File: config.mk
export PLATFORM = sky130hd
export DESIGN_NAME = seg_capture
export DESIGN_NICKNAME = d
export VERILOG_FILES = /design/src/rtl/seg_capture.sv
export SDC_FILE = /design/constraint.sdc
export NUM_CORES = 1
export LEC_CHECK = 0
export BUFFER_PORTS_ARGS = -buffer_cell sky130_fd_sc_hd__buf_2
export CORE_MARGIN = 8
export CORE_UTILIZATION = 30
export DETAILED_ROUTE_END_ITERATION = 6
export PLACE_DENSITY = 0.54
export SLEW_MARGIN = 20
export SYNTH_ARGS = -nofsm -noshare
export SYNTH_HDL_FRONTEND = slang
export SYNTH_SLANG_ARGS = --single-unit
export TNS_END_PERCENT = 100
File: constraint.sdc
create_clock -name clk -period 6.1 [get_ports clk]
set_input_delay 0.305 -clock clk [delete_from_list [all_inputs] [get_ports clk]]
set_output_delay 0.305 -clock clk [all_outputs]
set_load 0.01 [all_outputs]
File: src/rtl/seg_capture.sv
// Seven-segment scan capture: debounces a multiplexed active-low segment bus,
// decodes each stable digit into BCD and presents complete 4-digit frames
// through a valid/ready handshake.
module seg_capture #(
  parameter int unsigned STABLE_CYCLES = 4
) (
  input  logic        clk,
  input  logic        reset,
  input  logic [6:0]  segments,
  input  logic [3:0]  digit_sel,
  input  logic        out_ready,
  output logic        out_valid,
  output logic [15:0] bcd_out,
  output logic [3:0]  digit_err,
  output logic        overrun
);

  localparam logic [7:0] StableCnt = 8'(STABLE_CYCLES);

  typedef enum logic {StCollect, StPresent} state_e;

  state_e      state_q, state_d;
  logic [6:0]  seg_q, seg_d, hold_seg_q, hold_seg_d;
  logic [3:0]  sel_q, sel_d, hold_sel_q, hold_sel_d;
  logic [7:0]  cnt_q, cnt_d;
  logic        hit_q, hit_d;
  logic [3:0]  mask_q, mask_d;
  logic [15:0] shadow_q, shadow_d;
  logic [3:0]  serr_q, serr_d;
  logic        valid_q, valid_d;
  logic [15:0] bcd_q, bcd_d;
  logic [3:0]  derr_q, derr_d;
  logic        ovr_q, ovr_d;

  logic        sel_onehot, same;
  logic [3:0]  dec_val;
  logic        dec_ok;
  logic [3:0]  cap_mask;
  logic [3:0]  mask_keep;

  // Sample stage and run counter; hit fires once when a run first reaches the threshold.
  // hold_* keeps the previous sample so that, one cycle after the hit, it holds the
  // pattern that completed the run.
  always_comb begin
    seg_d      = segments;
    sel_d      = digit_sel;
    hold_seg_d = seg_q;
    hold_sel_d = sel_q;
    sel_onehot = (sel_q != 4'b0) && ((sel_q & (sel_q - 4'd1)) == 4'b0);
    same       = (seg_q == hold_seg_q) && (sel_q == hold_sel_q);
    cnt_d      = 8'd0;
    if (sel_onehot) begin
      if (same) begin
        cnt_d = (cnt_q == StableCnt) ? cnt_q : cnt_q + 8'd1;
      end else begin
        cnt_d = 8'd1;
      end
    end
    hit_d = (cnt_d == StableCnt) && (cnt_q != StableCnt);
  end

  // Glyph decode of the pattern that completed the run.
  always_comb begin
    dec_val = 4'hF;
    dec_ok  = 1'b1;
    case (hold_seg_q)
      7'b1000000: dec_val = 4'd0;
      7'b1111001: dec_val = 4'd1;
      7'b0100100: dec_val = 4'd2;
      7'b0110000: dec_val = 4'd3;
      7'b0011001: dec_val = 4'd4;
      7'b0010010: dec_val = 4'd5;
      7'b0000010: dec_val = 4'd6;
      7'b1111000: dec_val = 4'd7;
      7'b0000000: dec_val = 4'd8;
      7'b0010000: dec_val = 4'd9;
      default: begin
        dec_val = 4'hF;
        dec_ok  = 1'b0;
      end
    endcase
  end

  // Shadow buffer write on capture.
  always_comb begin
    cap_mask = hit_q ? hold_sel_q : 4'b0;
    shadow_d = shadow_q;
    serr_d   = serr_q;
    for (int i = 0; i < 4; i++) begin
      if (cap_mask[i]) begin
        shadow_d[4*i +: 4] = dec_val;
        serr_d[i]          = ~dec_ok;
      end
    end
  end

  // Frame FSM: handshake beats overrun; a capture on the same edge always lands in the mask.
  always_comb begin
    state_d   = state_q;
    valid_d   = valid_q;
    bcd_d     = bcd_q;
    derr_d    = derr_q;
    ovr_d     = ovr_q;
    mask_keep = mask_q;
    unique case (state_q)
      StCollect: begin
        if (mask_q == 4'hF) begin
          bcd_d     = shadow_q;
          derr_d    = serr_q;
          mask_keep = 4'b0;
          valid_d   = 1'b1;
          state_d   = StPresent;
        end
      end
      StPresent: begin
        if (out_ready) begin
          valid_d = 1'b0;
          state_d = StCollect;
        end else if (mask_q == 4'hF) begin
          ovr_d     = 1'b1;
          mask_keep = 4'b0;
        end
      end
      default: state_d = StCollect;
    endcase
    mask_d = mask_keep | cap_mask;
  end

  // State registers with synchronous reset.
  always_ff @(posedge clk) begin
    if (reset) begin
      state_q    <= StCollect;
      seg_q      <= 7'b0;
      sel_q      <= 4'b0;
      hold_seg_q <= 7'b0;
      hold_sel_q <= 4'b0;
      cnt_q      <= 8'd0;
      hit_q      <= 1'b0;
      mask_q     <= 4'b0;
      shadow_q   <= 16'h0;
      serr_q     <= 4'b0;
      valid_q    <= 1'b0;
      bcd_q      <= 16'h0;
      derr_q     <= 4'b0;
      ovr_q      <= 1'b0;
    end else begin
      state_q    <= state_d;
      seg_q      <= seg_d;
      sel_q      <= sel_d;
      hold_seg_q <= hold_seg_d;
      hold_sel_q <= hold_sel_d;
      cnt_q      <= cnt_d;
      hit_q      <= hit_d;
      mask_q     <= mask_d;
      shadow_q   <= shadow_d;
      serr_q     <= serr_d;
      valid_q    <= valid_d;
      bcd_q      <= bcd_d;
      derr_q     <= derr_d;
      ovr_q      <= ovr_d;
    end
  end

  assign out_valid = valid_q;
  assign bcd_out   = bcd_q;
  assign digit_err = derr_q;
  assign overrun   = ovr_q;

endmodule

==> out/metrics.yaml <==
run_status: "finished clean"
hp-start: "segments[0]"
final_cell_mix: "78 x dfxtp_1, 50 x nand2_1, 38 x nor2_1"
post-cts-setup-buffers: 0
p_per_area_nw_per_um2: 270
area_growth_pct: 14.9
syn_inst: 344
yosysUniqueCellTypes: 39
crit_family: "compound AO/OA/AOI/OAI gates"
multiInputGateArea_um2: 1340
track_usage_pct: 9.34
grt_max_degree: 71
hpwl_um: 4120
endpoint_kind: "flip-flop"
p_leak_nw: 1.20
hp-class: "primary input to flip-flop"
grt_pass1_wl_um: 10100
rrSetupSlack_ns: 3.90
reg2reg_depth: 5
viasPerCell: 4.45
setup_viol: 0
synth_warnings: 0
die_x_um: 116
clk_pin_slew_worst_paths_ns: 0.08
gp_congestion: 0.873
crit_chain: "nand4bb_1, a211oi_1, o31ai_2, a222oi_1, a211oi_1"
ant_nets: 0
hold_depth: 2
critical_path.max_fanout: 9
start_kind: "flip-flop"
synth_area_um2: 3020
max_cap_violations: 0
fin_nets: 386
fmax_ghz: 0.455
ir_drop_mv: 0.104
cts_num_sinks: 78
yosys_register_bits: 78
htreeDepth: 3
critPathSlowestCell: "a222oi_1"
hold_path_end: "hold_seg_d[0]"
yosysSeqAreaShare_pct: 51.7
vias: 2260
cts-buffers-inserted: 9
initial_utilization_pct: 30.9
hold_viol: 0
final.fill_count: 1031
layout_commonest_cell: "dfxtp_1"
path_buf_inv: 0
synth_nets: 360
layout_min_cycle_time_ns: 2.20
syn_area_per_cell_um2: 8.78
die_y_um: 116
setup_slack_ns: 3.90
rr_endpoint: "shadow_q[6]"
power_mw: 0.938
crit_path_max_incr_delay_ns: 0.56
dp_slack_ns: 3.92
antenna_cells: 0
routedWlPerCell_um: 11.8
worst_pin_slew_ns: 0.724
seq_area_um2: 1560
antenna_found_initial: 0
slew_headroom_pct: 51.7
grt_pass1_vias: 2155
drt_iter0_drc: 184
dr.pass1.iters: 4
wl_um: 5970
tns_ns: 0
cts-resized-gates: 0
clk_latency_ns: 0.34
worstSetupPathType: "flip-flop to flip-flop"
fp.coreArea_um2: 9770
critPathArrivalTime_ns: 2.39
cts_tree: "built"
rsz0062_at_grt: "no"
drc: 0
slew_viol_final: 0
rows: 36
cpMostUsedCell: "a211oi_1"
r2r_start: "hold_seg_q[4]"
dieArea_um2: 13500
cts_buffer_depth: 2
cts-root-buf: "clkbuf_8"
fin_crit_sh_pct: 36.0
cts_hold_buf: 0
drive_gt1_share_pct: 14.9
io_buffer_count: 35
ios: 36
worstPathRequired_ns: 6.29
overflow: 0
clock-skew-final_ns: 0.00718
==> where the power goes <==
group,internal [mW],total (mW),switching [mW],leakage (nW)
clock network,0.188,0.368,0.181,0.0883
logic,0.0202,0.0440,0.0238,0.477
registers,0.516,0.525,0.00925,0.633
total,0.724,0.938,0.214,1.20
==> final cells by class <==
cell class,instances,area share (%)
clock buffer,10,3.68
clock inverter,6,1.80
inverter,5,0.541
multi-input combinational,239,38.7
sequential,78,45.0
tap,133,4.80
timing repair buffer,37,5.48
==> cells by family after synthesis <==
group	Yosys count	synth area share, %
AOI/OAI and AO/OA	66	13.5
and+or+nand+nor	151	24.3
buffers and inverters	27	3.81
DFF	78	51.7
xor gates and xnor gates	20	5.80
adders and majority gates	2	0.829
==> stage by stage <==
stage	area, µm²	std cells	hold WS [ns]	utilization (%)
3_3_place_gp	3280	492	0.441	33.6
4_1_cts	3470	508	0.150	35.5
2_1_floorplan	3020	344	0.432	-
6_report	3470	508	0.172	35.5
3_5_place_dp	3280	492	0.444	33.6
5_1_grt	3470	508	0.155	35.5
==> routing by layer <==
metal | wire length, µm | track usage, %
met1 | 3000 | 11.8
met2 | 2530 | 14.1
met3 | 367 | 3.26
met4 | 69 | 4.06
met5 | 0 | 0
==> cell usage after synthesis, drive strengths merged <==
master,count,area [µm²]
a211o,1,8.76
a211oi,18,135
a21boi,1,7.51
a21oi,37,189
a222oi,1,10.0
a22oi,1,7.51
and2,4,25.0
and3,1,6.26
and3b,1,8.76
and4b,1,10.0
buf,5,31.3
clkbuf,17,65.1
dfxtp,78,1560
ha,2,25.0
inv,5,18.8
nand2,50,188
nand2b,6,37.5
nand3,9,45.0
nand4,4,25.0
nand4b,1,8.76
nand4bb,1,11.3
nor2,38,143
nor2b,22,138
nor3,5,25.0
nor3b,1,7.51
nor4,2,12.5
nor4b,2,17.5
o21ai,5,28.8
o31a,1,8.76
o31ai,1,12.5
or2,1,6.26
or3,1,6.26
or4b,1,13.8
xnor2,18,158
xor2,2,17.5
==> state kept, by name, indices dropped and copies added, names as in the netlist <==
register    cells
hold_sel_q      4
out_valid       1
cnt_q           8
hold_seg_d      7
hit_q           1
bcd_out        16
digit_err       4
hold_seg_q      7
serr_q          4
hold_sel_d      4
mask_q          4
overrun         1
shadow_q       16
state_q         1
==> worst max path at each step <==
stage / end / slack, ns / depth (start not counted) / start
finish: shadow_q[6] / 3.90 / 5 / hold_seg_q[4]
global route: shadow_q[10] / 3.71 / 5 / hold_seg_q[4]
CTS: shadow_q[6] / 3.92 / 5 / hold_seg_q[4]
detailed placement: shadow_q[6] / 3.92 / 5 / hold_seg_q[4]
global placement: shadow_q[10] / 4.04 / 5 / hold_seg_q[4]
floorplan: shadow_q[10] / 4.19 / 6 / hold_seg_q[0]
Note: power is estimated with default switching activity, not from simulation.
